==> src/rtl/leaf_response_collector.sv <==
// rtl/leaf_response_collector.sv - round-robin merge of leaf responses into one registered output stream
module leaf_response_collector #(
    parameter int NUM_LEAVES = 5,
    parameter int DATA_W     = 16,
    parameter int CNT_W      = 16,
    parameter int SRC_W      = $clog2(NUM_LEAVES)
) (
    input  logic                         clk,
    input  logic                         rst,
    input  logic [NUM_LEAVES-1:0]        leaf_valid,
    input  logic [NUM_LEAVES*DATA_W-1:0] leaf_data,
    output logic [NUM_LEAVES-1:0]        leaf_ready,
    output logic                         out_valid,
    output logic [DATA_W-1:0]            out_data,
    output logic [SRC_W-1:0]             out_src,
    input  logic                         out_ready,
    output logic [CNT_W-1:0]             txn_count
);

    // The output register is the only state; its occupancy is out_valid.
    typedef enum logic {
        EMPTY = 1'b0,
        FULL  = 1'b1
    } state_t;

    state_t            state_q;
    state_t            state_d;
    logic [SRC_W-1:0]  last_grant_q;
    logic [SRC_W-1:0]  grant;
    logic              grant_found;
    logic              load;
    logic [DATA_W-1:0] out_data_q;
    logic [SRC_W-1:0]  out_src_q;
    logic [CNT_W-1:0]  txn_q;

    // Round-robin search: start just after the last winner and wrap; first valid leaf wins.
    always_comb begin
        int idx;
        idx         = 0;
        grant       = '0;
        grant_found = 1'b0;
        for (int i = 0; i < NUM_LEAVES; i++) begin
            idx = int'(last_grant_q) + 1 + i;
            if (idx >= NUM_LEAVES) begin
                idx = idx - NUM_LEAVES;
            end
            if (!grant_found && leaf_valid[idx]) begin
                grant       = SRC_W'(idx);
                grant_found = 1'b1;
            end
        end
    end

    // Accept a leaf when the output slot is free or being drained this cycle.
    always_comb begin
        load       = (state_q == EMPTY || out_ready) && grant_found && !rst;
        leaf_ready = '0;
        if (load) begin
            leaf_ready = NUM_LEAVES'(1) << grant;
        end
    end

    // Next occupancy: reload wins over drain so back-to-back transfers stay full.
    always_comb begin
        state_d = state_q;
        if (load) begin
            state_d = FULL;
        end else if (state_q == FULL && out_ready) begin
            state_d = EMPTY;
        end
    end

    // Occupancy register; reset discards any pending entry.
    always_ff @(posedge clk) begin
        if (rst) begin
            state_q <= EMPTY;
        end else begin
            state_q <= state_d;
        end
    end

    // Output payload and arbitration pointer; both change only on an actual grant.
    always_ff @(posedge clk) begin
        if (rst) begin
            out_data_q   <= '0;
            out_src_q    <= '0;
            last_grant_q <= SRC_W'(NUM_LEAVES - 1);
        end else if (load) begin
            out_data_q   <= leaf_data[int'(grant)*DATA_W +: DATA_W];
            out_src_q    <= grant;
            last_grant_q <= grant;
        end
    end

    // Count completed output handshakes, wrapping freely.
    always_ff @(posedge clk) begin
        if (rst) begin
            txn_q <= '0;
        end else if (state_q == FULL && out_ready) begin
            txn_q <= txn_q + CNT_W'(1);
        end
    end

    assign out_valid = (state_q == FULL);
    assign out_data  = out_data_q;
    assign out_src   = out_src_q;
    assign txn_count = txn_q;

endmodule

==> config.mk <==
export PLATFORM = sky130hd
export DESIGN_NAME = leaf_response_collector
export DESIGN_NICKNAME = d
export VERILOG_FILES = /design/src/rtl/leaf_response_collector.sv
export SDC_FILE = /design/constraint.sdc
export NUM_CORES = 1
export LEC_CHECK = 0
export CAP_MARGIN = 30
export CORE_MARGIN = 2
export CORE_UTILIZATION = 35
export DETAILED_ROUTE_END_ITERATION = 12
export GPL_ROUTABILITY_DRIVEN = 0
export GPL_TIMING_DRIVEN = 1
export MAX_ROUTING_LAYER = met4
export PLACE_DENSITY = 0.61
export SYNTH_ARGS = -nofsm -noshare
export SYNTH_HDL_FRONTEND = slang
export SYNTH_SLANG_ARGS = --single-unit
==> constraint.sdc <==
create_clock -name clk -period 6.3 [get_ports clk]
set_input_delay 0.63 -clock clk [delete_from_list [all_inputs] [get_ports clk]]
set_output_delay 0.63 -clock clk [all_outputs]
set_load 0.05 [all_outputs]
## After elaboration in Yosys (flattened, before gate mapping)

Cells that the tools add are included.

- Output and inout port bits: 41
- Word-level logic and storage cells: 76
- Register bits: 39

- Bitwise logic cells: 1
- Shift operators: 2
- Add/sub/neg operators: 11
- Magnitude comparators: 10
- Multiplexer cells: 33
- Reduce and logical (&&, ||, !) cells: 14

Operators with widths:

| operator | count |
|---|---|
| $lt 32x5->1 const B | 5 |
| $mux 32 | 5 |
| $ge 32x4->1 const B | 4 |
| $sub 32x4->32 const B | 4 |
| $shiftx 80x8->16 | 1 |
| $add 32x3->32 const B | 2 |
| $add 32x2->32 const B | 1 |
| $mux 1 | 17 |
| $add 16x1->16 const B | 1 |
| $bmux 1 s3 | 5 |
| $mux 3 | 5 |
| $logic_and 1x1->1 | 7 |
| $sub 5x3->6 const B | 1 |
| $add 4x3->5 const B | 1 |
| $ge 5x3->1 const B | 1 |
| $logic_not 1->1 | 5 |
| $mux 5 | 1 |
| $shl 1x3->5 const A | 1 |
| $add 3x1->4 const B | 1 |
| $reduce_bool 2->1 | 1 |
| $logic_or 1x1->1 | 1 |
| $not 1->1 | 1 |

## Logic depth before layout (Yosys ltp)

- Depth after elaboration: 22
- Gate-level depth with buffers: 22

## Worst setup path before layout

Ideal clock, no wire load.

- Path kind: register -> output
- Start point: register last_grant_q[0]
- End point: output leaf_ready[1]
- Arrival time: 5.055 ns
- Stages on the path, launching flop included: 22
- Path slack: 0.615 ns
- Cell sequence: dfxtp_1 -> buf_6 -> inv_1 -> buf_2 -> ha_1 -> buf_2 -> buf_2 -> inv_1 -> ha_1 -> clkbuf_1 -> inv_1 -> a21oi_1 -> o21a_1 -> o31a_1 -> a21oi_1 -> nor3_4 -> and3_1 -> or3_1 -> buf_2 -> buf_6 -> buf_4 -> nor3_1

- Cells in the longest elaborated chain, start to end: 22
- Elaborated cells on any way between the ends: 57

RTL lines:

| element | RTL line | RTL |
|---|---|---|
| start: declaration | 28 | `logic [SRC_W-1:0] last_grant_q;` |
| start signal: assignment | 87 | `last_grant_q <= SRC_W'(NUM_LEAVES - 1);` |
| start signal: assignment | 91 | `last_grant_q <= grant;` |
| $add 3x1->4 * | 43 | `idx = int'(last_grant_q) + 1 + i;` |
| parallel branches: the longest is 20 deep, another holds $add 32x2->32 | -- |  |
| $mux 5 * | 58 | `if (load) begin` |
| end: declaration | 12 | `output logic [NUM_LEAVES-1:0] leaf_ready,` |

Every way passes the cells marked *. The select of a mux whose other input is x is not followed.

## Final worst setup path

- Start point: register last_grant_q[0]
- End point: output leaf_ready[3]

Same word-level chain as after synthesis.

==> impl_results.md <==
* DRT Wirelength at roughly 12 mm
* Slew Viols, Final at 0
* Ranking of synthesized cells by area: dfxtp_1 20%, mux2i_1 7.3%, a21oi_1 5.3%
* Distinct cell type count after synthesis at between 70 and 80
* Hold Path Stages at 2
* Final setup violation count at 0
* R2R setup slack at about 1.2 ns
* Synth Net Count at between 500 and 600
* Clock tree from TritonCTS: yes
* Syn Inst Count at 459
* Maximum number of pins on one net before global-route repair at 33
* Core ar. at about 10000 um2
* Worst R2R End: out_data[1]
* Final hold viol count at 0
* Most frequent cell after synthesis: a21oi_1
* Total GRT Usage at 21.7%
* Layout Nets at around 670
* Post-cts resize count at 0
* Drt pass-1 iters at 4
* Die H at 107 um
* Die ar. at 11400 um2
* Largest area contributor in the synthesized netlist: dfxtp_1
* Largest fanout on the critical path at 22
* Max Cap Violations at 0
* Post-synth EDFFs at 0
* RSZ-0062 raised after global routing: false
* Post-Syn Area at 3700 um2
* Antenna Cells at 0
* Reg-to-reg startpoint: last_grant_q[0]
* Worst slew pin tran at 0.631 ns
* Vias in the first global route at just under 4k
* Total grt overflow at 0
* Register-to-Register Path Depth at 17
* H-tree depth at 2
* Standard-cell rows at 37
* Starting DRT DRC Count at between 200 and 250
* Sequential element share of the synthesized area at around 20%
* Crit path capture type: primary output
* Hold path startpoint: out_src[2]
* Fraction of registers with async set or reset after synthesis at 0%
* WL/cell at 17.0 um
* CTS Buf Count at 5
* Status: complete, no violations
* Type of the worst setup path: reg -> out
* Area grow syn2layout at 39.2%
* Fin Clk Skew at 0.00618 ns
* DRC errors left at 0
* Die W at between 100 and 150 um
* First-pass GRT wire length at approximately 19 mm
* Skew-Pair Late Insertion Delay at 0.30 ns
* # hold bufs at CTS at 0
* Port bufs at ~130
* Top_reg_cell synth: dfxtp_1
* Crit path arrival time at between 5 and 6 ns
* Storage cell area at approximately 740 um2
* Slew headroom at 58.0%
* Final Cycle Share at approximately 90%
* Clock Root Buffer: clkbuf_8
* TNS Setup at 0 ns
* Worst-path clk slew at around 0.070 ns
* Yosys warns at 0
* Minimum clock period at between 5 and 6 ns
* Worst Hold Margin at approximately 0.46 ns
* Clock sinks at 37
* # Post-CTS Setup Buffers at 0
* Hold EP: out_src[2]
* Post-synth top area share at 20.0%
* Achievable Freq at roughly 170 MHz
* Required @ worst endpoint at 5.67 ns
* Most frequent cells after synthesis: 39 x a21oi_1, 37 x dfxtp_1, 30 x nor2_1
* FILL cells at 1028
* Initial antenna violation count at 0
* Vias per cell at 5.51
* Final HPWL DP at approximately 9.2 mm
* Layout cells sized above 1 at about a tenth
* Nature of the critical path startpoint: flip-flop
* Multi-input gate area at 2640 um2
* Starting Density at 36.0%
* Min-Delay Path Class: reg -> reg
* ANT nets after route at 0
* Synth Area per Inst at between 8 and 9 um2
* I/O pin total at 129
* Post-route cell area at 5150 um2
* Placed Area at 5030 um2
* FF+latch count, synth at 37
* CTS Buffer Depth at 2
* DR vias at between 3k and 4k
-- cells by family after synthesis --
family | count (synthesis) | synth area share [%]
DFF | 37 | 20.0
xor gates and xnor gates | 22 | 5.21
buffers and inverters | 62 | 9.06
AOI/OAI and AO/OA | 154 | 31.8
adders and majority gates | 9 | 3.04
muxes | 37 | 10.3
and+or+nand+nor | 138 | 20.5
-- state kept, by name, indices dropped and copies added (netlist names) --
signal and flops:
txn_count 16, out_valid 1, out_data 16, last_grant_q 3, out_src 1
-- layout by cell type, fill, tap and decap left out, types with 12 or more instances in the layout --
cell,n
a21oi_1,39
a311oi_1,12
and3_1,13
buf_4,14
clkdlybuf4s50_1,123
dfxtp_1,37
inv_1,21
mux2i_1,27
nand2_1,28
nand3_1,22
nor2_1,30
o21ai_0,17
xor2_1,13
-- final cells by class --
cell class | instances | area share (%)
multi-input combinational | 360 | 51.2
timing repair buffer | 140 | 27.1
sequential | 37 | 14.4
tap | 136 | 3.30
inverter | 24 | 1.75
clock buffer | 7 | 1.68
clock inverter | 1 | 0.583
-- critical path, cell delays in order, from the launching register on --
cell and delay, ns:
dfxtp_1 0.33, buf_4 0.25, inv_1 0.29, ha_1 0.53
inv_1 0.17, ha_1 0.21, a21oi_1 0.14, ha_1 0.24
inv_1 0.11, o21ai_0 0.21, a311oi_1 0.32, a31o_1 0.16
a31o_2 0.28, mux2i_1 0.11, a211o_1 0.31, a22oi_2 0.56
nand2_1 0.25, nor2_1 0.26, buf_12 0.17
-- worst max-delay path by stage --
stage | start | end | slack, ns | depth (start not counted)
6_report | last_grant_q[0] | leaf_ready[3] | 0.47 | 18
5_1_grt | last_grant_q[0] | leaf_ready[3] | 0.001 | 18
4_1_cts | last_grant_q[0] | leaf_ready[3] | 0.52 | 18
3_5_place_dp | last_grant_q[1] | leaf_ready[3] | 0.88 | 17
3_3_place_gp | last_grant_q[0] | leaf_ready[3] | 1.03 | 18
2_1_floorplan | last_grant_q[0] | leaf_ready[1] | 0.61 | 21
-- metrics by stage --
| stage | instances | setup WS, ns | utilization [%] |
|---|---|---|---|
| floorplan | 459 | 0.615 | - |
| global placement | 697 | 1.03 | 49.0 |
| detailed placement | 697 | 0.881 | 49.0 |
| CTS | 705 | 0.517 | 50.1 |
| global route | 705 | 0.00134 | 50.1 |
| finish | 705 | 0.471 | 50.1 |
-- per-layer routing --
layer / wire length (um) / GRT usage (%) / vias to the layer above
met2: 5830 / 36.0 / 119
met1: 5120 / 26.4 / 1825
li1: - / - / 1918
met5: 0 / - / -
met3: 770 / 4.68 / 22
met4: 252 / 6.68 / 0
Power is not shown: default switching activity piles up to over one toggle a cycle in this logic, so the estimate is an artifact.
